**src/rtl/wfg_pkg.sv**
```systemverilog
// Shared types and constants for the waveform-generator control path.
// Used by the UART command decoder and the register bank controller.
package wfg_pkg;

    typedef enum logic [2:0] {
        S_IDLE,
        S_TX_ADDR,
        S_W_ADDR,
        S_TX_DATA,
        S_W_DATA
    } state_t;

    localparam int STATUS_RD_OVF_BIT = 0;
    localparam int STATUS_WR_OOR_BIT = 1;

    // ASCII opcodes recognised by the command decoder.
    localparam logic [7:0] CMD_WRITE = 8'h57;
    localparam logic [7:0] CMD_READ  = 8'h52;

endpackage

```
**src/rtl/reg_bank_file.sv**
```systemverilog
// NUM_REGS x 8 configuration storage: one write port, flat output,
// asynchronous read mux.
module reg_bank_file #(
    parameter int NUM_REGS = 16
) (
    input  logic                  clk,
    input  logic                  rst,
    input  logic                  we_i,
    input  logic [7:0]            waddr_i,
    input  logic [7:0]            wdata_i,
    input  logic [7:0]            raddr_i,
    output logic [7:0]            rdata_o,
    output logic [NUM_REGS*8-1:0] regs_o
);

    logic [7:0] mem_q [NUM_REGS];
    logic [7:0] mem_d [NUM_REGS];

    always_comb begin
        mem_d = mem_q;
        for (int k = 0; k < NUM_REGS; k++) begin
            if (we_i && waddr_i == 8'(k)) begin
                mem_d[k] = wdata_i;
            end
        end
    end

    always_ff @(posedge clk or posedge rst) begin
        if (rst) begin
            for (int k = 0; k < NUM_REGS; k++) begin
                mem_q[k] <= 8'h00;
            end
        end else begin
            mem_q <= mem_d;
        end
    end

    always_comb begin
        rdata_o = 8'h00;
        regs_o  = '0;
        for (int k = 0; k < NUM_REGS; k++) begin
            regs_o[8*k +: 8] = mem_q[k];
            if (raddr_i == 8'(k)) begin
                rdata_o = mem_q[k];
            end
        end
    end

endmodule

```
**src/rtl/reg_bank_ctrl.sv**
```systemverilog
// Register bank plus read-response sequencer: each accepted read is
// returned over the UART as an (address, data) byte pair.
import wfg_pkg::*;

module reg_bank_ctrl #(
    parameter int         NUM_REGS    = 16,
    parameter logic [7:0] ERR_BYTE    = 8'hEE,
    parameter logic [7:0] STATUS_ADDR = 8'hFF
) (
    input  logic                  clk,
    input  logic                  rst,
    input  logic                  wr_en_i,
    input  logic                  rd_en_i,
    input  logic [7:0]            addr_i,
    input  logic [7:0]            wdata_i,
    input  logic                  tx_done_i,
    output logic                  tx_start_o,
    output logic [7:0]            tx_data_o,
    output logic [NUM_REGS*8-1:0] regs_o,
    output logic                  upd_o,
    output logic [7:0]            upd_addr_o,
    output logic                  busy_o
);

    localparam logic [7:0] LAST_ADDR = 8'(NUM_REGS - 1);

    state_t     state_q, state_d;
    logic [7:0] addr_q, addr_d;
    logic [7:0] snap_q, snap_d;
    logic [7:0] tx_data_q, tx_data_d;
    logic       slot_v_q, slot_v_d;
    logic [7:0] slot_addr_q, slot_addr_d;
    logic [1:0] status_q, status_d;
    logic       upd_q, upd_d;
    logic [7:0] upd_addr_q, upd_addr_d;

    logic       wr_ok;
    logic       launch;
    logic [7:0] launch_addr;
    logic       ovf_set;
    logic       status_clr;
    logic [7:0] rd_data;
    logic [7:0] snap_val;

    assign wr_ok = wr_en_i && (addr_i <= LAST_ADDR);

    reg_bank_file #(
        .NUM_REGS(NUM_REGS)
    ) u_file (
        .clk    (clk),
        .rst    (rst),
        .we_i   (wr_ok),
        .waddr_i(addr_i),
        .wdata_i(wdata_i),
        .raddr_i(addr_q),
        .rdata_o(rd_data),
        .regs_o (regs_o)
    );

    // Mapped range and STATUS_ADDR never overlap.
    always_comb begin
        unique case (1'b1)
            addr_q <= LAST_ADDR:    snap_val = rd_data;
            addr_q == STATUS_ADDR:  snap_val = {6'b0, status_q};
            default:                snap_val = ERR_BYTE;
        endcase
    end

    always_comb begin
        state_d     = state_q;
        addr_d      = addr_q;
        snap_d      = snap_q;
        tx_data_d   = tx_data_q;
        slot_v_d    = slot_v_q;
        slot_addr_d = slot_addr_q;
        launch      = 1'b0;
        launch_addr = addr_i;
        ovf_set     = 1'b0;
        status_clr  = 1'b0;

        unique case (state_q)
            S_IDLE: begin
                launch = slot_v_q || rd_en_i;
            end
            S_TX_ADDR: begin
                snap_d     = snap_val;
                status_clr = (addr_q == STATUS_ADDR);
                state_d    = S_W_ADDR;
            end
            S_W_ADDR: begin
                if (tx_done_i) begin
                    tx_data_d = snap_q;
                    state_d   = S_TX_DATA;
                end
            end
            S_TX_DATA: begin
                state_d = S_W_DATA;
            end
            S_W_DATA: begin
                if (tx_done_i) begin
                    if (slot_v_q || rd_en_i) begin
                        launch = 1'b1;
                    end else begin
                        state_d = S_IDLE;
                    end
                end
            end
            default: begin
                state_d = S_IDLE;
            end
        endcase

        // The pending slot outranks a fresh strobe; a strobe arriving
        // while the slot is occupied is lost.
        if (launch) begin
            if (slot_v_q) begin
                launch_addr = slot_addr_q;
                slot_v_d    = 1'b0;
                ovf_set     = rd_en_i;
            end
            addr_d    = launch_addr;
            tx_data_d = launch_addr;
            state_d   = S_TX_ADDR;
        end else if (rd_en_i) begin
            if (slot_v_q) begin
                ovf_set = 1'b1;
            end else begin
                slot_v_d    = 1'b1;
                slot_addr_d = addr_i;
            end
        end
    end

    always_comb begin
        status_d = status_clr ? 2'b00 : status_q;
        if (ovf_set) begin
            status_d[STATUS_RD_OVF_BIT] = 1'b1;
        end
        if (wr_en_i && !wr_ok) begin
            status_d[STATUS_WR_OOR_BIT] = 1'b1;
        end
        upd_d      = wr_ok;
        upd_addr_d = wr_ok ? addr_i : upd_addr_q;
    end

    always_ff @(posedge clk or posedge rst) begin
        if (rst) begin
            state_q     <= S_IDLE;
            addr_q      <= 8'h00;
            snap_q      <= 8'h00;
            tx_data_q   <= 8'h00;
            slot_v_q    <= 1'b0;
            slot_addr_q <= 8'h00;
            status_q    <= 2'b00;
            upd_q       <= 1'b0;
            upd_addr_q  <= 8'h00;
        end else begin
            state_q     <= state_d;
            addr_q      <= addr_d;
            snap_q      <= snap_d;
            tx_data_q   <= tx_data_d;
            slot_v_q    <= slot_v_d;
            slot_addr_q <= slot_addr_d;
            status_q    <= status_d;
            upd_q       <= upd_d;
            upd_addr_q  <= upd_addr_d;
        end
    end

    assign tx_start_o = (state_q == S_TX_ADDR) || (state_q == S_TX_DATA);
    assign tx_data_o  = tx_data_q;
    assign busy_o     = (state_q != S_IDLE);
    assign upd_o      = upd_q;
    assign upd_addr_o = upd_addr_q;

endmodule

```
**config.mk**
```make
export PLATFORM = sky130hd
export DESIGN_NAME = reg_bank_ctrl
export DESIGN_NICKNAME = d
export VERILOG_FILES = /design/src/rtl/wfg_pkg.sv /design/src/rtl/reg_bank_file.sv /design/src/rtl/reg_bank_ctrl.sv
export SDC_FILE = /design/constraint.sdc
export NUM_CORES = 1
export LEC_CHECK = 0
export ABC_AREA = 1
export BUFFER_PORTS_ARGS = -buffer_cell sky130_fd_sc_hd__buf_2
export CAP_MARGIN = 20
export CORE_MARGIN = 8
export CORE_UTILIZATION = 30
export DETAILED_ROUTE_END_ITERATION = 8
export SLEW_MARGIN = 30
export SYNTH_ARGS = -nofsm -noshare
export SYNTH_HDL_FRONTEND = slang
export SYNTH_HIERARCHICAL = 1
export SYNTH_SLANG_ARGS = --single-unit
```
**constraint.sdc**
```tcl
create_clock -name clk -period 7 [get_ports clk]
set_input_delay 1.05 -clock clk [delete_from_list [all_inputs] [get_ports clk]]
set_output_delay 1.05 -clock clk [all_outputs]
set_load 0.05 [all_outputs]
```
==> metrics.yaml <==
run_status:
  outcome: "completed"
power_and_ir_drop:
  finalPower_mw: 2.88
  power.leakage_nw: 4.99
  ir_worst_vdd_mv: 0.157
  p_per_area_mw_per_mm2: 298
logic_synthesis:
  synth_fp_nets: 1013
  synth-seq-area-share_pct: 54.3
  synth.area.mux_share_pct: 0
  synth.avg_cell_area_um2: 8.13
  synthXorXnorAreaFrac_pct: 0
  synth-compound-area-share_pct: 9.62
  syn_inst: 992
  synth_top_family_by_area: "simple AND/OR/NAND/NOR gates"
  netlist_area_mm2: 0.00806
  synth.top_cell.area_share_pct: 54.3
  yosysTopAreaCell: "dfrtp_1"
  synth_area_leaders: "dfrtp_1, nand2_1, o21ai_0"
  synth_fa_ha_area_share_pct: 0
  ys_ff_latch: 175
  synth_cell_types: 32
  synthSimpleGateAreaFrac_pct: 29.3
  synth_warnings: 6
sta:
  final.setup.tns_ns: 0
  min_period_over_period_pct: 45.2
  fin_ws_ns: 3.84
  fmax_ghz: 0.316
  setup_violations: 0
  tightest_slew_ns: 0.845
  hold-worst-slack_ns: 0.465
  max-slew-margin-rel_pct: 43.2
  final_max_slew_viol_count: 0
  rsz0062_at_grt: "no"
  fin_crit_ns: 3.16
  final_hold_viol_count: 0
  skew_ns: 0.0114
floorplanning:
  dieHeight_um: 180
  io_pins: 168
  die_x_um: 180
  core_mm2: 0.0267
  start_util_pct: 30.3
  dieArea_mm2: 0.0324
  core.rowCount: 60
routing:
  ant_nets: 0
  drc_errors: 0
  via_per_inst: 4.76
  drt_wl_total_mm: 26.8
  dr.first_iter.drc_count: 681
  first_pass_iters: 7
  wl_per_cell_um: 17.9
  num_vias: 7132
hold_path:
  min-delay-start: "upd_addr_o[4]"
  hold_class: "flip-flop to flip-flop"
  hold_end: "upd_addr_o[4]"
  whs_path_depth: 2
clock_tree:
  hold_buffers: 0
  clk_pin_slew_ns: 0.07
  cts-resized-gates: 0
  clockBufferDepth: 2
  root_buffer: "clkbuf_16"
  post-cts-setup-buffers: 0
  cts_inserted_buffers: 17
  tritoncts: "built"
  htreeDepth: 4
  clock_latency_ns: 0.44
  cts.sinks: 175
global_route:
  grt_max_degree: 72
  grt_pass1_vias: 7003
  gr-total-overflow: 0
  antenna_found_initial: 0
  grt_pass1_wl_mm: 41.5
  gr-usage-all-layers_pct: 16.4
setup_path:
  arrival_ns: 3.53
  worstSetupEndpointType: "flip-flop"
  rr_endpoint: "snap_q[1]"
  critPathMaxFanout: 13
  worstSetupStartpointType: "flip-flop"
  crit_type: "flip-flop to flip-flop"
  r2r_slack_ns: 3.84
  cp-startpoint: "addr_q[6]"
  worstPathRequired_ns: 7.37
  reg2reg_depth: 17
  r2r-start: "addr_q[6]"
place:
  io_buffers: 167
  dp.final_hpwl_mm: 20.1
  place_inst: 1467
  dpl_cell_area_mm2: 0.00908
  dp_slack_ns: 3.80
  place_congestion: 0.833
final_layout:
  area_growth_pct: 20.0
  final_area_mm2: 0.00968
  finish.utilization_pct: 36.3
  fin_cells: 1499
  nNetsFinal: 1166
  diodes: 0
  drive_above_1_share_pct: 20.1
run:
  max_cap_violations: 0
cells in the final DEF (no fill, tap or decap):
cell and count:
clkbuf_16 17, a31oi_1 1, inv_1 71, buf_2 167, o21ai_2 3, dfrtp_1 175, nor3_4 2, inv_2 2
bufinv_16 2, nand3_1 50, or2_0 1, nor3_2 4, inv_6 4, nand2_1 385, nor2_4 1, nand4_1 25
o31ai_1 1, clkinv_4 2, o21ai_1 9, o21ai_0 132, or4_4 1, nor2_2 5, a21oi_1 6, inv_8 2
nand2_4 1, nor2_1 54, clkinvlp_4 1, and2_1 3, nand2_2 1, buf_6 1, nor2_8 1, nor4_1 1
inv_4 3, clkbuf_1 1, or2_2 10, nor3_1 10, clkbuf_8 1, clkinv_2 2
critical path: stages, from the launching register on:
cell and delay (ns):
dfrtp_1 0.43, nor2_1 0.11, nand2_1 0.31, inv_1 0.48, nand2_1 0.22, nor2_1 0.44
nand2_1 0.11, nand4_1 0.13, nor2_1 0.06, nand4_1 0.11, nand2_1 0.11, nand4_1 0.12
nand2_1 0.07, nand2_1 0.10, nand4_1 0.10, nand2_1 0.06, nor2_1 0.05, nor2_1 0.07
routing by layer:
metal  vias to the layer above  track usage [%]  share of wire [%]
met5                         -                0                  0
met1                      3403             22.3                 46
met2                       220             26.0                 46
met4                         0             3.47               0.93
met3                        15             4.17                6.6
li1                       3494                -                  -
cell families (layout without fill, tap and decap cells):
logic type / Yosys count / after routing
compound gates: 152 / 152
buf+inv: 110 / 276
flops: 175 / 175
simple gates: 555 / 555
synthesized netlist by cell type, drive strengths merged:
library cell	instances
a31oi	1
o21ai	144
nand2	387
and2	3
or4	1
o31ai	1
nand4	25
clkbuf	12
nor3	16
a21oi	6
dfrtp	175
inv	76
or2	11
nand3	50
nor4	1
buf	22
nor2	61
final cells by class:
class | instances | area, um^2
multi-input cells | 707 | 3140
fillers | 2762 | 17000
clock buffers | 19 | 443
flip-flops and latches | 175 | 4380
clock inverters | 13 | 153
well taps | 341 | 427
repair buffers | 168 | 847
inverters | 76 | 293
report_power, final:
group          internal [mW]  total [mW]  switching [mW]
logic                  0.165       0.698           0.533
clock network          0.545       0.981           0.436
registers               1.11        1.21          0.0934
total                   1.82        2.88            1.06
worst max path at each step:
stage                     cells past startpoint                end
after floorplan                               1   u_file/regs_o[0]
after global placement                        9  u_file/regs_o[36]
after detailed placement                      8  u_file/regs_o[78]
after CTS                                    17          snap_q[1]
after global routing                         17          snap_q[1]
final                                        17          snap_q[1]
sequential cells by signal, summed over array words and instances (netlist names):
name           flops
status_q           2
u_file/regs_o    128
slot_v_q           1
slot_addr_q        8
upd_o              1
state_q            3
tx_data_o          8
snap_q             8
upd_addr_o         8
addr_q             8
Note: power is estimated with default switching activity, not from simulation.
